<file path="src/rtl/vip_ycbcr444_rgb888.sv">
// YCbCr444 -> RGB888 colour-space converter.
// Three-stage free-running pipeline: constant products, signed sums with
// optional rounding offset, then saturation to 8 bits. Sideband strobes
// are delayed by the same three cycles so they stay aligned with the data.
module vip_ycbcr444_rgb888 #(
    parameter bit ROUND_EN = 1'b1,
    parameter bit GATE_OUT = 1'b1
) (
    input  logic        clk,
    input  logic        rst,
    input  logic        per_frame_vsync,
    input  logic        per_frame_href,
    input  logic        per_frame_clken,
    input  logic [23:0] per_img_ycbcr,
    output logic        post_frame_vsync,
    output logic        post_frame_href,
    output logic        post_frame_clken,
    output logic [23:0] post_img_rgb888
);

    localparam logic signed [18:0] RND = ROUND_EN ? 19'sd128 : 19'sd0;

    logic [7:0]         y_in;
    logic [7:0]         cb_in;
    logic [7:0]         cr_in;
    logic signed [8:0]  dcb;
    logic signed [8:0]  dcr;
    logic signed [18:0] dcb_x;
    logic signed [18:0] dcr_x;
    logic signed [18:0] y256;

    // stage 1 registers
    logic signed [18:0] y256_q;
    logic signed [18:0] r_cr_q;
    logic signed [18:0] g_cb_q;
    logic signed [18:0] g_cr_q;
    logic signed [18:0] b_cb_q;

    // stage 2 registers
    logic signed [18:0] sum_r_q;
    logic signed [18:0] sum_g_q;
    logic signed [18:0] sum_b_q;

    // stage 3 register
    logic [23:0]        rgb_q;

    // sideband delay lines, bit 2 is the output tap
    logic [2:0]         vsync_d;
    logic [2:0]         href_d;
    logic [2:0]         clken_d;

    assign y_in  = per_img_ycbcr[23:16];
    assign cb_in = per_img_ycbcr[15:8];
    assign cr_in = per_img_ycbcr[7:0];

    // Offset-binary to two's complement: the 9-bit subtraction wraps into
    // the correct signed value for the whole 0..255 range.
    assign dcb   = $signed({1'b0, cb_in} - 9'd128);
    assign dcr   = $signed({1'b0, cr_in} - 9'd128);
    assign dcb_x = {{10{dcb[8]}}, dcb};
    assign dcr_x = {{10{dcr[8]}}, dcr};
    assign y256  = $signed({3'b000, y_in, 8'h00});

    // Non-negative sums below 2^16 map straight to bits [15:8]; anything
    // negative or at/above 2^16 saturates. This is the >>8 plus clamp.
    function automatic logic [7:0] clamp8(input logic signed [18:0] s);
        logic [7:0] v;
        if (s[18])
            v = 8'h00;
        else if (s[17:16] != 2'b00)
            v = 8'hFF;
        else
            v = s[15:8];
        return v;
    endfunction

    // Stage 1: register the scaled luma and the constant chroma products.
    always_ff @(posedge clk) begin
        if (rst) begin
            y256_q <= '0;
            r_cr_q <= '0;
            g_cb_q <= '0;
            g_cr_q <= '0;
            b_cb_q <= '0;
        end else begin
            y256_q <= y256;
            r_cr_q <= dcr_x * 19'sd359;
            g_cb_q <= dcb_x * 19'sd88;
            g_cr_q <= dcr_x * 19'sd183;
            b_cb_q <= dcb_x * 19'sd454;
        end
    end

    // Stage 2: per-channel signed sums including the rounding offset.
    always_ff @(posedge clk) begin
        if (rst) begin
            sum_r_q <= '0;
            sum_g_q <= '0;
            sum_b_q <= '0;
        end else begin
            sum_r_q <= y256_q + r_cr_q + RND;
            sum_g_q <= y256_q - g_cb_q - g_cr_q + RND;
            sum_b_q <= y256_q + b_cb_q + RND;
        end
    end

    // Stage 3: clamp to 8 bits; gating looks at the href bit that becomes
    // post_frame_href on this same edge.
    always_ff @(posedge clk) begin
        if (rst)
            rgb_q <= '0;
        else if (GATE_OUT && !href_d[1])
            rgb_q <= '0;
        else
            rgb_q <= {clamp8(sum_r_q), clamp8(sum_g_q), clamp8(sum_b_q)};
    end

    // Sideband delay lines matching the three data stages.
    always_ff @(posedge clk) begin
        if (rst) begin
            vsync_d <= '0;
            href_d  <= '0;
            clken_d <= '0;
        end else begin
            vsync_d <= {vsync_d[1:0], per_frame_vsync};
            href_d  <= {href_d[1:0], per_frame_href};
            clken_d <= {clken_d[1:0], per_frame_clken};
        end
    end

    assign post_frame_vsync = vsync_d[2];
    assign post_frame_href  = href_d[2];
    assign post_frame_clken = clken_d[2];
    assign post_img_rgb888  = rgb_q;

endmodule

</file>
<file path="config.mk">
export PLATFORM = sky130hd
export DESIGN_NAME = vip_ycbcr444_rgb888
export DESIGN_NICKNAME = d
export VERILOG_FILES = /design/src/rtl/vip_ycbcr444_rgb888.sv
export SDC_FILE = /design/constraint.sdc
export NUM_CORES = 1
export LEC_CHECK = 0
export ABC_CLOCK_PERIOD_IN_PS = 6380
export CORE_AREA = 2 2 218 113
export DETAILED_ROUTE_END_ITERATION = 8
export DIE_AREA = 0 0 220 115
export GPL_ROUTABILITY_DRIVEN = 1
export HOLD_SLACK_MARGIN = 0.12
export RECOVER_POWER = 50
export SLEW_MARGIN = 20
export SYNTH_ARGS = -nofsm -noshare
export SYNTH_HDL_FRONTEND = slang
export SYNTH_SLANG_ARGS = --single-unit
</file>
<file path="constraint.sdc">
create_clock -name clk -period 6.38 [get_ports clk]
set_clock_uncertainty 0.05 [all_clocks]
set_input_delay 1.595 -clock clk [delete_from_list [all_inputs] [get_ports clk]]
set_output_delay 1.595 -clock clk [all_outputs]
set_load 0.005 [all_outputs]
</file>
# Word level (Yosys, flattened, before mapping)

Index checks and enable logic that the tools add are counted.

Output and inout port bits: 27
Flip-flop bits (word level): 185
Word-level logic and storage cells: 40
Input bits: 29

Bitwise logic cells: 1
Reductions and logical operators: 6
Multiply operators: 4
Add/subtract/negate cells: 9
Multiplexer cells: 3

Operators by type and width:

| kind                    | number |
|---|---|
| $add A19 B9 Y19 const B | 3 |
| $add A19 B19 Y19        | 2 |
| $sub A19 B19 Y19        | 2 |
| $mul A9 B9 Y18 const B  | 2 |
| $mux W8                 | 3 |
| $mul A9 B10 Y19 const B | 1 |
| $sub A8 B8 Y9 const B   | 2 |
| $mul A9 B5 Y14 const B  | 1 |
| $reduce_or A3 Y1        | 3 |
| $reduce_bool A2 Y1      | 3 |
| $not A1 Y1              | 1 |

# Depth between registers and ports, before layout

Depth in word-level cells: 3
Gate-level depth with buffers: 18
Mapped depth without buffers: 17

# Least setup slack after synthesis

No wires, ideal clock.

Path type: in2reg
From: in per_img_ycbcr[7]
To: reg r_cr_q[18]
Data arrival time: 5639 ps
Buffers on the path: 1
Required time: 6202 ps
Slack: 563 ps
Library setup time: 128 ps
Cell stages on the path: 18
Cell sequence: buf_2 inv_1 ha_1 inv_1 ha_1 inv_1 fa_1 fa_1 inv_1 fa_1 ha_1 nand2_1 or3_1 a31oi_1 or4b_4 a31oi_1 xnor2_1 nor2_1

Cells in the longest elaborated chain, start to end: 2

RTL lines:

| item                 | RTL line | text |
|---|---|---|
| start, declared      | 14       | `input logic [23:0] per_img_ycbcr,` |
| $sub A8 B8 Y9        | 59       | `assign dcr = $signed({1'b0, cr_in} - 9'd128);` |
| $mul A9 B10 Y19      | 87       | `r_cr_q <= dcr_x * 19'sd359;` |
| end signal, assigned | 87       |  |
| end, declared        | 34       | `logic signed [18:0] r_cr_q;` |

Every way passes these cells.
A chain may end at the register's enable or synchronous reset.

# Worst setup path after layout

From: in per_img_ycbcr[6]
To: reg r_cr_q[17]

The elaborated chain is that of the path after synthesis.

==> flow_summary_export.csv <==
group,metric,value,unit
timing,setup_tns,0,ns
drt,postRouteAntennaNets,0,
floorplan,die_w,220,microns
global_route,antenna_found_initial,0,
power_and_ir_drop,pwr-share-comb,0.527,
clocking,postCtsHoldBufs,0,
drt,post_drt_wl_per_cell,15.3,microns
cells_and_area,areaGrowthSynthToFinish,16.4,%
logic_synthesis,synth_edf_count,0,
drt,dr.pass1.iters,5,
run_status,outcome,"finished with violations",
drt,vias,7152,
timing,slew_violations,38,
setup_path,crit_type,"in2reg",
hold_path,worstHoldPathType,"reg2reg",
timing,period_needed,5.89,ns
drt,routed_wl,22700,microns
setup_path,cp.arrival,6.10,ns
run_status,failed_checks,"max-capacitance violations, max-slew violations",
placed_design,portBuffers,55,
power_and_ir_drop,pwr_density_cell,373,nW/um^2
global_route,grt_pass1_wl,37600,microns
global_route,grt_busiest_layer,"met1",
setup_path,crit_family,"adder cells",
timing,rsz0062_at_grt,"no",
timing,timing.fmax,170,MHz
floorplan,dieArea,25300,sq um
setup_path,cp-start-kind,"primary input",
timing,postLayoutSetupSlackWorst,0.485,ns
power_and_ir_drop,p_sw,1.73,mW
clocking,clock_path_buffers,2,
logic_synthesis,ys_warn_count,0,
setup_path,cp_num_buf_inv,5,
clocking,h-tree-depth,4,
floorplan,io_pins,56,
floorplan,floorplan.rows,40,
logic_synthesis,yosys.area.top_type,"dfxtp_1",
power_and_ir_drop,power.share.sequential,0.248,
timing,hold_ws,0.387,ns
power_and_ir_drop,p_int,2.65,mW
logic_synthesis,ys_ff_latch,130,
setup_path,cp_max_fo,4,
placed_design,gp_congestion,0.915,
clocking,post_cts_buffers,0,
clocking,cts_resized,0,
timing,period_share,0.924,
timing,finalSetupViolCount,0,
power_and_ir_drop,switching_share,0.395,
timing,slew_headroom,-0.0677,
logic_synthesis,synth_top_area_frac,0.258,
logic_synthesis,syn_area,10100,sq um
logic_synthesis,ys.flop_type,"dfxtp_1",
cells_and_area,drive_gt1_frac,0.0720,
power_and_ir_drop,vdd_ir_drop_max,0.000176,V
cells_and_area,num_antenna_cells,0,
floorplan,core,23400,sq um
global_route,grt_pass1_vias,7121,
setup_path,reg2reg_slack,3.34,ns
floorplan,start_util,0.431,
global_route,met2_usage,0.251,
placed_design,pre_cts_ws,0.0829,ns
cells_and_area,final_area,11700,sq um
timing,hold_viol,0,
timing,worstMarginPinSlew,1.60,ns
logic_synthesis,async_reset_ff_frac,0,
global_route,gr-usage-met3,0.0534,
cells_and_area,finalNetCount,1432,
setup_path,reg2reg_from,"y256_q[10]$_SDFF_PP0_",
hold_path,whs_endpoint,"clken_d[1]$_SDFF_PP0_",
global_route,gr-usage-all-layers,0.195,
drt,drc,0,
setup_path,cp_slowest_cell,"fa_1",
logic_synthesis,syn_area_per_cell,9.39,sq um
logic_synthesis,synthCells,1074,
setup_path,cpMostUsedCell,"ha_1",
power_and_ir_drop,clock_power_share,0.225,
placed_design,dpl_cell_area,11100,sq um
setup_path,worstReg2RegEnd,"sum_g_q[18]$_SDFF_PP0_",
logic_synthesis,synth-seq-area-share,0.258,
logic_synthesis,synth.top_cells.by_area,"dfxtp_1 (26%), ha_1 (22%), fa_1 (14%)",
global_route,grt_max_degree,86,
setup_path,crit_path_max_incr_delay,0.54,ns
clocking,root_buffer,"clkbuf_16",
clocking,path_clk_slew,0.06,ns
setup_path,path_cells,"clkdlybuf4s50_1 > inv_1 > buf_4 > ha_1 > ha_1 > inv_1 > fa_1 > fa_1 > inv_1 > ha_1 > ha_1 > o21a_1 > o21ai_1 > a31oi_1 > or4b_4 > a31oi_1 > xnor2_1 > nor2_1",
hold_path,whs_path_depth,1,
clocking,clock-sinks,130,
clocking,tritoncts,"yes",
hold_path,hold_start,"clken_d[0]$_SDFF_PP0_",
global_route,grt_overflow,0,
setup_path,reg2reg_depth,8,
logic_synthesis,synthDistinctLibCells,58,
clocking,clk_latency,0.43,ns
run,cap_viol_max_count,1,
cells_and_area,layoutNonFillerInstCount,1482,
cells_and_area,fillCellCount,2246,
clocking,numCtsBuffers,17,
global_route,grt.met1_usage,0.311,
placed_design,place_inst,1450,
floorplan,die_h,115,microns
setup_path,setup.worst_path.end_class,"flip-flop",
setup_path,critPathRequiredTime,6.58,ns
logic_synthesis,synth_nets,1352,
placed_design,dp_hpwl,18500,microns
power_and_ir_drop,p_leak,5.81,nW
drt,avgViaCountPerCell,4.83,
drt,drtIter0Drc,470,
[stage by stage]
step | util | power (mW)
global route | 0.501 | 4.79
floorplan | - | 2.86
finish | 0.501 | 4.38
detailed placement | 0.476 | 3.40
global placement | 0.476 | 3.38
CTS | 0.501 | 4.42
[state kept, by name, summed over array words and instances (netlist names)]
| register | cells |
|---|---|
| b_cb_q | 12 |
| clken_d | 3 |
| g_cb_q | 14 |
| g_cr_q | 16 |
| href_d | 3 |
| post_img_rgb888 | 24 |
| r_cr_q | 14 |
| sum_b_q | 11 |
| sum_g_q | 11 |
| sum_r_q | 11 |
| vsync_d | 3 |
| y256_q | 8 |
[cell families (layout without fill, tap and decap cells)]
logic type	count (synthesis)	count (layout)	share of synthesized area
compound gates	173	173	0.118
xor+xnor	66	66	0.0573
buf+inv	221	314	0.0824
mux	14	14	0.0150
simple gates	221	221	0.109
fa+ha+maj	249	249	0.360
flops	130	130	0.258
[layout make-up]
type,count,area [sq um],share of cell area
inverter,201,754,0.0643
sequential,130,2600,0.222
multi-input combinational,723,6650,0.567
timing repair buffer,81,736,0.0627
clock buffer,19,453,0.0386
clock inverter,13,148,0.0126
tap,315,394,0.0336
[worst reg2reg max path, delay by kind of cell, from the launching register on]
family                     cells  cell delay [ns]
DFF                            1             0.49
and+or+nand+nor                2             0.44
adders and majority gates      2             0.85
muxes                          1             0.37
AOI/OAI and AO/OA              3             0.74
[worst max path at each step]
stage	start	endpoint	slack (ns)	cells past startpoint
2_1_floorplan	per_img_ycbcr[7]	r_cr_q[18]$_SDFF_PP0_	0.56	18
3_3_place_gp	per_img_ycbcr[4]	g_cr_q[14]$_SDFF_PP0_	0.15	16
3_5_place_dp	per_img_ycbcr[6]	r_cr_q[17]$_SDFF_PP0_	0.08	19
6_report	per_img_ycbcr[6]	r_cr_q[17]$_SDFF_PP0_	0.49	18
5_1_grt	per_img_ycbcr[4]	g_cr_q[15]$_SDFF_PP0_	0.19	15
4_1_cts	per_img_ycbcr[6]	r_cr_q[17]$_SDFF_PP0_	0.53	19
[synthesized netlist by cell type (11+ instances only)]
cell,number
inv_1,201
ha_1,180
dfxtp_1,130
nor2_1,90
fa_1,69
nor2b_1,46
xnor2_1,43
a21oi_1,38
o21a_1,37
nand2_1,25
xor2_1,23
o21ai_0,21
a21o_1,20
clkbuf_1,16
nor3_1,16
or2_2,11
[layer usage]
metal  up-vias  part of all wire
li1       3667                 -
met1      3323              0.57
met2       142              0.36
met3        20             0.056
met4         0             0.012
met5         -                 0
[cell usage in the layout, fill, tap and decap left out, drive strengths merged, types with 26 or more instances in the layout]
cell / instances
dlygate4sd3: 28
nor2b: 46
o21a: 37
fa: 69
nor2: 90
xnor2: 43
a21oi: 40
ha: 180
inv: 205
clkdlybuf4s50: 26
dfxtp: 130
[power groups by stage]
stage               registers (mW)  clock network (mW)  logic (mW)
finish                        1.09               0.986        2.31
global route                  1.10                1.05        2.64
CTS                           1.09                1.01        2.32
detailed placement            1.10                   0        2.30
global placement              1.10                   0        2.27
floorplan                     1.07                   0        1.79
No activity file was read; power rests on OpenSTA's default activity.
